==> src/rtl/telemetry_frame_sequencer.sv <==
// Telemetry frame sequencer: while tx_enable is high, emits one frame
// (sync, frame count, payload snapshot, checksum) every FRAME_PERIOD clocks to a UART.
module telemetry_frame_sequencer #(
    parameter int unsigned FRAME_PERIOD  = 4800000,
    parameter int unsigned PAYLOAD_BYTES = 8,
    parameter logic [15:0] SYNC_WORD     = 16'hEB90
) (
    input  logic                       clk,
    input  logic                       reset,
    input  logic                       tx_enable,
    input  logic [8*PAYLOAD_BYTES-1:0] payload_data,
    input  logic                       uart_ready,
    output logic [7:0]                 uart_data,
    output logic                       uart_valid,
    output logic                       busy,
    output logic                       frame_done,
    output logic                       overrun,
    output logic [15:0]                frame_count
);

    localparam int unsigned PW    = 8 * PAYLOAD_BYTES;
    localparam int unsigned CNT_W = $clog2(FRAME_PERIOD);
    localparam logic [CNT_W-1:0] CNT_LAST = CNT_W'(FRAME_PERIOD - 1);
    // Byte index of the checksum, the final byte of the frame.
    localparam logic [5:0] IDX_LAST = 6'(4 + PAYLOAD_BYTES);

    typedef enum logic [1:0] {StIdle, StLoad, StSend, StDone} state_t;

    state_t           state;
    logic [CNT_W-1:0] period_cnt;
    logic             pending;
    logic [PW-1:0]    payload_snap;
    logic [15:0]      count_snap;
    logic [7:0]       csum;
    logic [5:0]       idx;

    logic             start_req;
    logic [5:0]       nxt_idx;
    logic [7:0]       nxt_payload;
    logic [7:0]       nxt_byte;

    assign start_req = tx_enable && (period_cnt == '0);

    always_comb begin
        nxt_idx     = idx + 6'd1;
        nxt_payload = 8'h00;
        for (int i = 0; i < PAYLOAD_BYTES; i++) begin
            if (nxt_idx == 6'(i + 4)) begin
                nxt_payload = payload_snap[PW-1-8*i -: 8];
            end
        end
        nxt_byte = nxt_payload;
        if (nxt_idx == 6'd1) begin
            nxt_byte = SYNC_WORD[7:0];
        end else if (nxt_idx == 6'd2) begin
            nxt_byte = count_snap[15:8];
        end else if (nxt_idx == 6'd3) begin
            nxt_byte = count_snap[7:0];
        end else if (nxt_idx == IDX_LAST) begin
            // The byte being accepted now is the last summed byte.
            nxt_byte = csum + uart_data;
        end
    end

    always_ff @(posedge clk or negedge reset) begin
        if (!reset) begin
            state        <= StIdle;
            period_cnt   <= '0;
            pending      <= 1'b0;
            payload_snap <= '0;
            count_snap   <= 16'h0000;
            csum         <= 8'h00;
            idx          <= 6'd0;
            uart_data    <= 8'h00;
            uart_valid   <= 1'b0;
            busy         <= 1'b0;
            frame_done   <= 1'b0;
            overrun      <= 1'b0;
            frame_count  <= 16'h0000;
        end else begin
            frame_done <= 1'b0;
            overrun    <= 1'b0;

            if (!tx_enable || period_cnt == CNT_LAST) begin
                period_cnt <= '0;
            end else begin
                period_cnt <= period_cnt + CNT_W'(1);
            end

            unique case (state)
                StIdle: begin
                    if (tx_enable && (start_req || pending)) begin
                        state   <= StLoad;
                        busy    <= 1'b1;
                        pending <= 1'b0;
                    end
                end
                StLoad: begin
                    payload_snap <= payload_data;
                    count_snap   <= frame_count;
                    csum         <= 8'h00;
                    idx          <= 6'd0;
                    uart_data    <= SYNC_WORD[15:8];
                    uart_valid   <= 1'b1;
                    state        <= StSend;
                end
                StSend: begin
                    if (uart_ready) begin
                        if (idx == IDX_LAST) begin
                            uart_valid  <= 1'b0;
                            busy        <= 1'b0;
                            frame_done  <= 1'b1;
                            frame_count <= frame_count + 16'd1;
                            state       <= StDone;
                        end else begin
                            idx       <= nxt_idx;
                            uart_data <= nxt_byte;
                            if (idx >= 6'd2) begin
                                csum <= csum + uart_data;
                            end
                        end
                    end
                end
                StDone: begin
                    if (tx_enable && (start_req || pending)) begin
                        state <= StLoad;
                        busy  <= 1'b1;
                    end else begin
                        state <= StIdle;
                    end
                    pending <= 1'b0;
                end
                default: state <= StIdle;
            endcase

            // Extra requests while a frame is in flight collapse into one pending bit.
            if ((state == StLoad || state == StSend) && start_req) begin
                pending <= 1'b1;
                overrun <= 1'b1;
            end
            if (!tx_enable) begin
                pending <= 1'b0;
            end
        end
    end

endmodule

==> config.mk <==
export PLATFORM = sky130hd
export DESIGN_NAME = telemetry_frame_sequencer
export DESIGN_NICKNAME = d
export VERILOG_FILES = /design/src/rtl/telemetry_frame_sequencer.sv
export SDC_FILE = /design/constraint.sdc
export NUM_CORES = 1
export LEC_CHECK = 0
export ABC_AREA = 1
export CAP_MARGIN = 30
export CORE_AREA = 2 2 118 120
export CTS_CLUSTER_DIAMETER = 200
export CTS_CLUSTER_SIZE = 10
export DETAILED_ROUTE_END_ITERATION = 10
export DIE_AREA = 0 0 120 122
export GPL_ROUTABILITY_DRIVEN = 0
export PLACE_DENSITY_LB_ADDON = 0.1
export SYNTH_ARGS = -nofsm -noshare
export SYNTH_HDL_FRONTEND = slang
export SYNTH_SLANG_ARGS = --single-unit
export TNS_END_PERCENT = 100
==> constraint.sdc <==
create_clock -name clk -period 3.7 [get_ports clk]
set_clock_uncertainty 0.2 [all_clocks]
set_input_delay 0.74 -clock clk [delete_from_list [all_inputs] [get_ports clk]]
set_output_delay 0.74 -clock clk [all_outputs]
set_load 0.01 [all_outputs]
==> results of run 1 <==
==> layout make-up <==
type | instances | area share
clock buffer | 22 | 0.05186
clock inverter | 8 | 0.01836
inverter | 105 | 0.04234
multi-input combinational | 651 | 0.3570
sequential | 148 | 0.3966
tap | 180 | 0.02412
timing repair buffer | 103 | 0.1097
==> how the worst min path moves through the flow <==
stage | startpoint | to | cells after the start
finish | reset | payload_snap[52] | 1
global route | reset | payload_snap[52] | 1
CTS | reset | payload_snap[52] | 1
detailed placement | payload_snap[34] | payload_snap[34] | 2
global placement | payload_snap[23] | payload_snap[23] | 2
floorplan | reset | busy | 0
==> per-layer routing <==
| metal | up-vias | track usage | routed length [um] |
|---|---|---|---|
| met1 | 2953 | 0.3695 | 8353 |
| met3 | 11 | 0.06461 | 1092 |
| met4 | 0 | 0.05441 | 151 |
| met2 | 193 | 0.4059 | 8191 |
| li1 | 3179 | - | - |
| met5 | - | 0 | 0 |
==> through the flow <==
stage	power, W	hold WS (ns)
floorplan	0.003719	0.2367
global placement	0.004343	0.2564
detailed placement	0.004384	0.2577
CTS	0.006315	0.05307
global route	0.006740	0.06717
finish	0.006301	0.04384
==> worst max-delay path, delay by kind of cell (launching register included) <==
| kind | cells | cell delay [ns] |
|---|---|---|
| AOI/OAI and AO/OA | 1 | 0.08 |
| adders and majority gates | 1 | 0.21 |
| buffers and inverters | 3 | 0.72 |
| DFF | 1 | 0.47 |
| and+or+nand+nor | 5 | 1.31 |
==> sequential cells by signal, indices dropped and copies added (netlist names) <==
signal	flops
uart_data	8
period_cnt	23
payload_snap	64
idx	6
overrun	1
count_snap	16
busy	1
frame_count	16
frame_done	1
csum	8
uart_valid	1
state	2
pending	1
==> kinds of logic after synthesis <==
logic type | after synthesis
AND/OR/NAND/NOR | 458
XOR/XNOR | 25
flip-flops | 148
AO/OA/AOI/OAI | 147
adder cells (fa/ha/maj) | 21
buffers and inverters | 135
==> power breakdown <==
| group | total (W) | switching, W | internal, W |
|---|---|---|---|
| combinational | 0.00200 | 0.00131 | 0.000695 |
| sequential | 0.00240 | 0.000280 | 0.00212 |
| clock | 0.00190 | 0.000637 | 0.00126 |
==> synthesized netlist by cell type (5+ instances only) <==
| cell type | count |
|---|---|
| a21oi_1 | 62 |
| clkbuf_1 | 20 |
| dfrtp_1 | 148 |
| ha_1 | 20 |
| inv_1 | 99 |
| inv_2 | 5 |
| nand2_1 | 290 |
| nand2_2 | 9 |
| nand3_1 | 37 |
| nand4_1 | 15 |
| nor2_1 | 49 |
| nor2_2 | 12 |
| nor3_1 | 14 |
| nor3b_1 | 7 |
| nor4_1 | 7 |
| o21ai_0 | 68 |
| xnor2_1 | 10 |
| xor2_1 | 15 |
==> results by group, run 1 <==
Detailed routing
  • Drt pass-1 iters: 5
  • Via density: 5.206
  • Vias: 6336
  • Initial DRC Count: 517
  • Avg WL per Cell: 14.62 um
  • Remaining antenna violation count: 0
  • DRC violations left: 0
  • Post-Route WL: 17.79 mm

Floorplan
  • Die height: 122 um
  • Starting Density: 0.5593
  • Rows: 43
  • Die footprint: 14640 sq um
  • Core area: 13500 sq um
  • Die X: 120 um
  • Ports: 96

STA
  • Endpoints failing setup: 0
  • Setup WS post-layout: 0.5957 ns
  • Unrepaired setup endpoints after global routing: false
  • Final hold vios: 0
  • Worst slew pin tran: 0.9910 ns
  • Min Clock Period, post-route: 3.104 ns
  • Max_slew headroom: 0.3393
  • Slew Limit Fails: 0
  • Setup TNS: 0 ns
  • Final period util: 0.8390
  • FMAX: 0.3221 GHz

Logic synthesis
  • Adder-Cell Fraction of Synth Area: 0.03579
  • Ys flop type: dfrtp_1
  • Part of the Yosys area used for sequential elements: 0.4904
  • Largest family of logic cells by synthesized area: simple AND/OR/NAND/NOR gates
  • Count of different cell masters after synthesis: 44
  • Synth area leaders: dfrtp_1 49%, nand2_1 14%, inv_1 4.9%, o21ai_0 4.5%, a21oi_1 4.1%
  • Post-synth EDFFs: 0
  • Mux contribution to synthesized area: 0
  • Syn Nets: 1023
  • Area leader, netlist: dfrtp_1
  • Yosys reg bits: 148
  • FFs w/ async S/R, synth: 1.000
  • Synth Area in Simple Gates: 0.2727
  • Compound-gate portion of the synthesized area: 0.1022
  • Syn. warnings: 0
  • Syn Inst Count: 934
  • Post-synthesis xor/xnor area fraction: 0.02899
  • Mapped cell area: 7552 sq um
  • Post-synth top area share: 0.4904
  • Syn avg cell area: 8.086 sq um

Worst setup path
  • Crit Path Category: reg -> reg
  • Most used cell, CP: nor2_1
  • R2R depth: 10
  • Crit path DAT: 3.20 ns
  • Reg2reg start: idx[1]
  • R2r setup slk: 0.60 ns
  • Critical Path RT: 3.79 ns
  • CP Capture Type: flip-flop
  • Crit path from: idx[1]
  • Crit-path max cell delay: 0.62 ns
  • Crit-path cells: inv_1 > ha_1 > nand4_1 > nand2_1 > nor2_1 > buf_4 > nor2_1 > inv_1 > nor2_1 > a21oi_1
  • Largest fanout on the critical path: 13
  • Startpoint Class: flip-flop
  • Crit path to: uart_data[7]
  • RR Endpoint: uart_data[7]
  • Crit-path slowest cell: nor2_1

Clock network
  • Clock Tree Buf Depth: 2
  • H-tree levels: 4
  • CTS tree: done
  • Clock sink total: 148
  • Cts bufs inserted: 17
  • Hold buffers post-CTS: 0
  • Setup bufs post-CTS: 0
  • Post_cts resized: 0
  • Root buffer cell: clkbuf_16
  • Clk slew on worst S/H paths: 0.05 ns
  • Worst-Skew Late Latency: 0.42 ns

Placement
  • Area after DPL: 8682 sq um
  • Worst slack at placement: 0.6057 ns
  • DP HPWL: 12.66 mm
  • Placed cell count: 1187
  • Input/output buffers: 95

Cells and area
  • Synth-to-layout area growth: 23.64%
  • Finished Core Util: 0.6915
  • Most common cell after layout, fill and taps aside: nand2_1
  • Fillers: 1121
  • Register Area: 3704 sq um
  • Area of the multi-input gates: 3333 sq um
  • Commonest non-fill, non-tap cells in the layout: 290 x nand2_1, 148 x dfrtp_1, 99 x inv_1, 94 x clkdlybuf4s50_1, 68 x o21ai_0
  • Ant diodes: 0
  • Layout cells sized above 1: 0.07907
  • Layout Nets: 1115
  • Finished Layout Cells: 1217
  • Fin area: 9338 sq um

Global route
  • Largest net degree at the start of global routing: 116
  • Total global routing overflow: 0
  • Vias in the first global route: 6076
  • First-pass GRT wire length: 29.67 mm
  • Initial antenna violation count: 0
  • GRT Total Usage: 0.2592

Status
  • Status: completed

Pwr
  • P_leak: 4.444 nW
  • VDD IR max: 0.0004609 V
  • Pwr/cell area: 674.8 nW/um^2

Min path
  • Worst hold path class: in -> async

Run
  • Max-Cap Viols: 0
(Power assumes the default switching activity.)
==> inputs of run 2 (changes only) <==
Settings changed: CORE_AREA 2 2 118 120 to 2 2 126 128, DIE_AREA 0 0 120 122 to 0 0 128 130.
Clock period 3.7 ns to 2.81 ns, I/O delays scaled along.
==> run 2 against run 1 <==
  * Non-clock buffer count is 21 higher
  * Maximum frequency is 18% higher
  * Flip-flop and latch count unchanged
  * Sequential share of layout area down 0.44 points
  * Worst setup slack worse by 0.42 ns
  * Worst hold slack better by 0.23 ns
  * Via count is 0.79% higher
  * First-iteration DRC count down 9.7%
  * Critical path depth grew 1
  * Clock power increased by 8%
  * Core utilization decreased by 7.9 points
  * Register-to-register slack got worse by 0.42 ns
  * Highest routed layer unchanged
==> results by group, run 2 (synthesis gave the netlist of run 1 again) <==
Detailed routing
  • DRC violations left: 0 (unchanged)
  • Post-Route WL: 19.08 mm (+7.2%)
  • Initial DRC Count: 467 (-9.7%)
  • Remaining antenna violation count: 0 (unchanged)
  • Via density: 5.109 (-1.9%)
  • Vias: 6386 (+0.79%)
  • Drt pass-1 iters: 5 (unchanged)
  • Avg WL per Cell: 15.26 um (+4.4%)

Clock network
  • CTS tree: done
  • Clock Tree Buf Depth: 2 (unchanged)
  • Clock sink total: 148 (unchanged)
  • Root buffer cell: clkbuf_16
  • Clk slew on worst S/H paths: 0.06 ns (about the same)
  • Cts bufs inserted: 17 (unchanged)
  • H-tree levels: 4 (unchanged)
  • Worst-Skew Late Latency: 0.43 ns (about the same)

Placement
  • Input/output buffers: 95 (unchanged)
  • Area after DPL: 8810 sq um (+1.5%)
  • DP HPWL: 13.69 mm (+8.1%)
  • Worst slack at placement: 0.1786 ns (-0.4271 ns)

Worst setup path
  • Crit-path max cell delay: 0.38 ns (-0.24 ns)
  • CP Capture Type: flip-flop
  • Largest fanout on the critical path: 7 (-6)
  • Crit-path cells: buf_4 > inv_1 > ha_1 > nand4_1 > nor3_4 > inv_2 > nor4_4 > nand3_2 > nor3_2 > nand3_1 > xnor2_1
  • Crit path DAT: 2.75 ns (-0.45 ns)
  • Crit-path slowest cell: dfrtp_1
  • Critical Path RT: 2.93 ns (-0.86 ns)
  • Reg2reg start: idx[1]
  • Startpoint Class: flip-flop
  • Crit path from: idx[1]
  • Crit Path Category: reg -> reg

Floorplan
  • Die X: 128 um (+6.7%)
  • Die footprint: 16640 sq um (+14%)
  • Rows: 46 (+7.0%)
  • Core area: 15420 sq um (+14%)
  • Ports: 96 (unchanged)
  • Starting Density: 0.4896 (-0.06963)
  • Die height: 130 um (+6.6%)

STA
  • Min Clock Period, post-route: 2.631 ns (-0.4733 ns)
  • Final hold vios: 0 (unchanged)
  • Hold WS: 0.2726 ns (+0.2288 ns)
  • Endpoints failing setup: 0 (unchanged)
  • Max_slew headroom: 0.6016 (+0.2623)
  • Slew Limit Fails: 0 (unchanged)
  • Final period util: 0.9363 (+0.09731)
  • FMAX: 0.3801 GHz (+18%)
  • Worst slew pin tran: 0.5969 ns (-0.3941 ns)
  • Setup WS post-layout: 0.1790 ns (-0.4167 ns)

Global route
  • GRT Total Usage: 0.2416 (-0.01765)
  • First-pass GRT wire length: 31.27 mm (+5.4%)
  • Largest net degree at the start of global routing: 116 (unchanged)
  • Initial antenna violation count: 0 (unchanged)
  • Total global routing overflow: 0 (unchanged)
  • Vias in the first global route: 6313 (+3.9%)

Pwr
  • VDD IR max: 0.0004659 V (+1.1%)
  • P_leak: 4.478 nW (+0.77%)
  • Pwr/cell area: 843.4 nW/um^2 (+25%)

Cells and area
  • Top flop regs: payload_snap (64), period_cnt (23)
  • Ant diodes: 0 (unchanged)
  • Most common cell after layout, fill and taps aside: nand2_1
  • Layout cells sized above 1: 0.1059 (+0.02679)
  • Synth-to-layout area growth: 25.08%
  • Commonest non-fill, non-tap cells in the layout: 290 x nand2_1, 147 x dfrtp_1, 98 x inv_1, 94 x clkdlybuf4s50_1, 68 x o21ai_0
  • Layout Nets: 1136 (+1.9%)
  • Max reg flops: 64 (unchanged)
  • Fillers: 1377 (+23%)
  • Fin area: 9447 sq um (+1.2%)
  • Biggest register: payload_snap
  • Finished Core Util: 0.6124 (-0.07904)

Min path
  • Worst hold path class: reg -> reg
  • Hold path start: payload_snap[34]

Status
  • Status: completed

Run
  • Max-Cap Viols: 0 (unchanged)
run 2: cell count changes in the layout (fill, tap and decap cells not counted), moves of 3 or more:
cell	previous run	this run
buf_4	7	26
bufinv_16	5	0
clkinvlp_4	1	5
nor2_4	3	7
clkbuf_8	4	1
clkinv_2	2	5
nand3_1	37	34
nand3_2	4	7
nor2_2	12	9
run 2: area by class of cell:
cell class / instances / area (sq um) / share of cell area
clock inverters: 12 / 83.83 / 0.008874
well taps: 192 / 240.2 / 0.02543
flip-flops and latches: 148 / 3705 / 0.3922
inverters: 105 / 395.4 / 0.04185
multi-input cells: 651 / 3395 / 0.3593
clock buffers: 18 / 439.2 / 0.04649
repair buffers: 124 / 1189 / 0.1258
run 2: per-stage QoR:
| stage | setup TNS (ns) | cells | total power, W |
|---|---|---|---|
| 2_1_floorplan | 0 | 934 | 0.004897 |
| 3_3_place_gp | 0 | 1214 | 0.005875 |
| 3_5_place_dp | 0 | 1214 | 0.005900 |
| 4_1_cts | 0 | 1245 | 0.007988 |
| 5_1_grt | -0.08115 | 1250 | 0.008563 |
| 6_report | 0 | 1250 | 0.007967 |
run 2: metal layers:
layer  track usage  vias to the layer above  share of wire
li1              -                     3223              -
met4       0.07240                        0          0.016
met5             0                        -              0
met3       0.05494                       20          0.051
met2        0.3706                      176           0.44
met1        0.3461                     2967           0.49
run 2: path summary, 6_finish.rpt:
kind	slack, ns	to	cells after the start
max	0.18	frame_count[15]	11
min	0.27	payload_snap[34]	2
max reg2reg	0.18	frame_count[15]	11
min reg2reg	0.27	payload_snap[34]	2
max in group asynchronous	1.21	idx[2]	3
min in group asynchronous	0.41	payload_snap[50]	2
run 2: power by group:
| part | total [W] | switching, W | internal (W) |
|---|---|---|---|
| Clock | 0.00206 | 0.000920 | 0.00114 |
| Combinational | 0.00274 | 0.00176 | 0.000978 |
| Sequential | 0.00317 | 0.000377 | 0.00279 |
| Total | 0.00797 | 0.00306 | 0.00491 |
run 2: critical path, delay by kind of cell (launching register included):
family                   cells  cell delay [ns]
AND/OR/NAND/NOR              6             1.20
XOR/XNOR                     1             0.13
buffers and inverters        3             0.36
flip-flops                   1             0.38
adder cells (fa/ha/maj)      1             0.23
run 2: timing repair:
item | in CTS | in global routing
endpoints found under the hold margin | 39 | 0
setup buffers | 0 | 5
endpoints found under the setup margin | 0 | 12
gates resized for setup | 0 | 15
hold buffers | 1 | 0
==> inputs of run 3 (changes only) <==
Settings changed: CORE_AREA 2 2 126 128 to 3 3 127 129, DIE_AREA 0 0 128 130 to 0 0 130 132.
==> run 3 against run 2 <==
  * Cell count about the same
  * Sequential share of layout area down 0.26 points
  * Die area grew 3.1%
  * Largest cell class unchanged
  * Total power grew 2.5%
  * Worst setup slack worse by 0.014 ns
  * Combinational power barely moved
  * First-iteration DRC count is 27% higher
  * Flip-flop and latch count unchanged
  * Core utilization grew 1.5 points
  * Highest routed layer unchanged
  * Non-clock buffer count rose by 1
==> results by group, run 3 (synthesis gave the netlist of run 1 again) <==
Status
  • Status: completed

Clock network
  • Root buffer cell: clkbuf_16
  • Clk slew on worst S/H paths: 0.06 ns (about the same)
  • CTS tree: done
  • Cts bufs inserted: 17 (unchanged)
  • Worst-Skew Late Latency: 0.42 ns (about the same)
  • H-tree levels: 4 (unchanged)
  • Clock sink total: 148 (unchanged)
  • Clock Tree Buf Depth: 2 (unchanged)

STA
  • Setup WS post-layout: 0.1647 ns (-0.01425 ns)
  • Final period util: 0.9414 (+0.005073)
  • Min Clock Period, post-route: 2.645 ns (+0.01425 ns)
  • Slew Limit Fails: 0 (unchanged)
  • Unrepaired setup endpoints after global routing: true
  • Worst slew pin tran: 0.9870 ns (+0.3901 ns)
  • Final hold vios: 0 (unchanged)
  • Endpoints failing setup: 0 (unchanged)
  • Max_slew headroom: 0.3420 (-0.2596)
  • FMAX: 0.3780 GHz (-0.54%)
  • Hold WS: 0.2716 ns (-0.001012 ns)

Pwr
  • Pint: 0.005168 W (+5.3%)
  • Psw: 0.002996 W (-2.1%)
  • Register share of total power: 0.387 (-0.010)
  • Pwr/cell area: 858.6 nW/um^2 (+1.8%)
  • Combinational share of power: 0.335 (-0.009)
  • Switching share of power: 0.3670 (-0.01722)
  • VDD IR max: 0.0005753 V (+23%)
  • Total power: 0.008164 W (+2.5%)
  • P_leak: 4.516 nW (+0.86%)
  • Clock power frac: 0.279 (+0.021)

Detailed routing
  • Avg WL per Cell: 15.19 um (-0.46%)
  • Vias: 6426 (+0.63%)
  • Post-Route WL: 18.97 mm (-0.54%)
  • DRC violations left: 0 (unchanged)
  • Drt pass-1 iters: 5 (unchanged)
  • Via density: 5.145 (+0.71%)
  • Remaining antenna violation count: 0 (unchanged)
  • Initial DRC Count: 593 (+27%)

Floorplan
  • Die X: 130 um (+1.6%)
  • Die height: 132 um (+1.5%)
  • Die footprint: 17160 sq um (+3.1%)
  • Rows: 45 (-2.2%)
  • Ports: 96 (unchanged)
  • Starting Density: 0.4986 (+0.009020)
  • Core area: 15150 sq um (-1.8%)

Global route
  • First-pass GRT wire length: 31.37 mm (+0.31%)
  • Vias in the first global route: 6333 (+0.32%)
  • Total global routing overflow: 0 (unchanged)
  • Initial antenna violation count: 0 (unchanged)
  • Largest net degree at the start of global routing: 116 (unchanged)
  • GRT Total Usage: 0.2304 (-0.01121)

Cells and area
  • Layout cells sized above 1: 0.1027 (-0.003127)
  • Most common cell after layout, fill and taps aside: nand2_1
  • Max reg flops: 64 (unchanged)
  • Ant diodes: 0 (unchanged)
  • Layout Nets: 1137 (+0.088%)
  • Top flop regs: payload_snap (64), period_cnt (23)
  • Finished Core Util: 0.6278 (+0.01541)
  • Biggest register: payload_snap
  • Finished Layout Cells: 1249 (-0.080%)
  • Synth-to-layout area growth: 25.91%
  • Fillers: 1349 (-2.0%)
  • Commonest non-fill, non-tap cells in the layout: 290 x nand2_1, 147 x dfrtp_1, 98 x inv_1, 94 x clkdlybuf4s50_1, 67 x o21ai_0

Min path
  • Worst hold path class: reg -> reg

Placement
  • DP HPWL: 13.67 mm (-0.13%)
  • Worst slack at placement: 0.06202 ns (-0.1166 ns)
  • Placed cell count: 1210 (-0.33%)
  • Input/output buffers: 95 (unchanged)

Run
  • Max-Cap Viols: 0 (unchanged)

Worst setup path
  • Crit path DAT: 2.80 ns (+0.05 ns)
  • Startpoint Class: flip-flop
  • Critical Path RT: 2.96 ns (+0.03 ns)
  • Crit Path Category: reg -> reg
  • CP Capture Type: flip-flop
  • Largest fanout on the critical path: 5 (-2)
## run 3: cell types whose count changed in the layout (fill, tap and decap cells not counted), sizes merged
cell,previous run,this run
clkinvlp,5,2
bufinv,0,3
clkinv,6,5
buf,29,30
inv,106,104
clkbuf,18,23
## run 3: area by class of cell
class / instances / area [sq um] / area share
Clock buffer: 23 / 457.9 / 0.04816
Clock inverter: 9 / 128.9 / 0.01355
Inverter: 105 / 395.4 / 0.04158
Multi-Input combinational cell: 651 / 3378 / 0.3553
Sequential cell: 148 / 3705 / 0.3896
Tap cell: 188 / 235.2 / 0.02474
Timing Repair Buffer: 125 / 1209 / 0.1271
## run 3: path summary, 6_finish.rpt
path	startpoint	end	slack, ns	cells after the start
hold / removal	payload_snap[44]	payload_snap[44]	0.27	2
max in group asynchronous	reset	uart_valid	1.22	3
setup / recovery	idx[1]	uart_data[3]	0.16	15
min in group asynchronous	reset	payload_snap[58]	0.45	2
setup reg to reg	idx[1]	uart_data[3]	0.16	15
hold reg to reg	payload_snap[44]	payload_snap[44]	0.27	2
## run 3: critical path, cell delays in order (launching register included)
cell     delay, ns
dfrtp_1       0.39
ha_1          0.22
nand3_1       0.14
xor2_2        0.19
inv_1         0.09
nand2_1       0.15
nor4_4        0.29
buf_4         0.18
inv_1         0.08
nor2_1        0.17
nor2_1        0.07
nand3_1       0.08
nand2_1       0.07
nand2_1       0.06
nand2_1       0.07
a21oi_1       0.12
## run 3: power groups by stage
| stage | logic, W | registers (W) | clock network [W] |
|---|---|---|---|
| after floorplan | 0.00180 | 0.00309 | 0 |
| after global placement | 0.00266 | 0.00317 | 0 |
| after detailed placement | 0.00270 | 0.00317 | 0 |
| after CTS | 0.00273 | 0.00315 | 0.00230 |
| after global routing | 0.00315 | 0.00323 | 0.00240 |
| final | 0.00273 | 0.00316 | 0.00227 |
## run 3: layer usage
metal,routed length [um],vias up,track usage
met2,8607,157,0.3430
met4,180,0,0.05658
met1,9286,3035,0.3478
met5,0,-,0
li1,-,3215,-
met3,900,19,0.04498
## run 3: repair_timing
action / CTS / global route
hold endpoints to repair: 51 / 0
hold buffers: 1 / 0
setup endpoints to repair: 0 / 13
resized for setup: 0 / 14
buffers inserted: 0 / 6
## run 3: metrics by stage
stage	cell area, sq um	setup TNS, ns
after detailed placement	8817	0
after floorplan	7552	0
after CTS	9414	0
final	9509	0
after global routing	9509	-0.001940
after global placement	8817	0
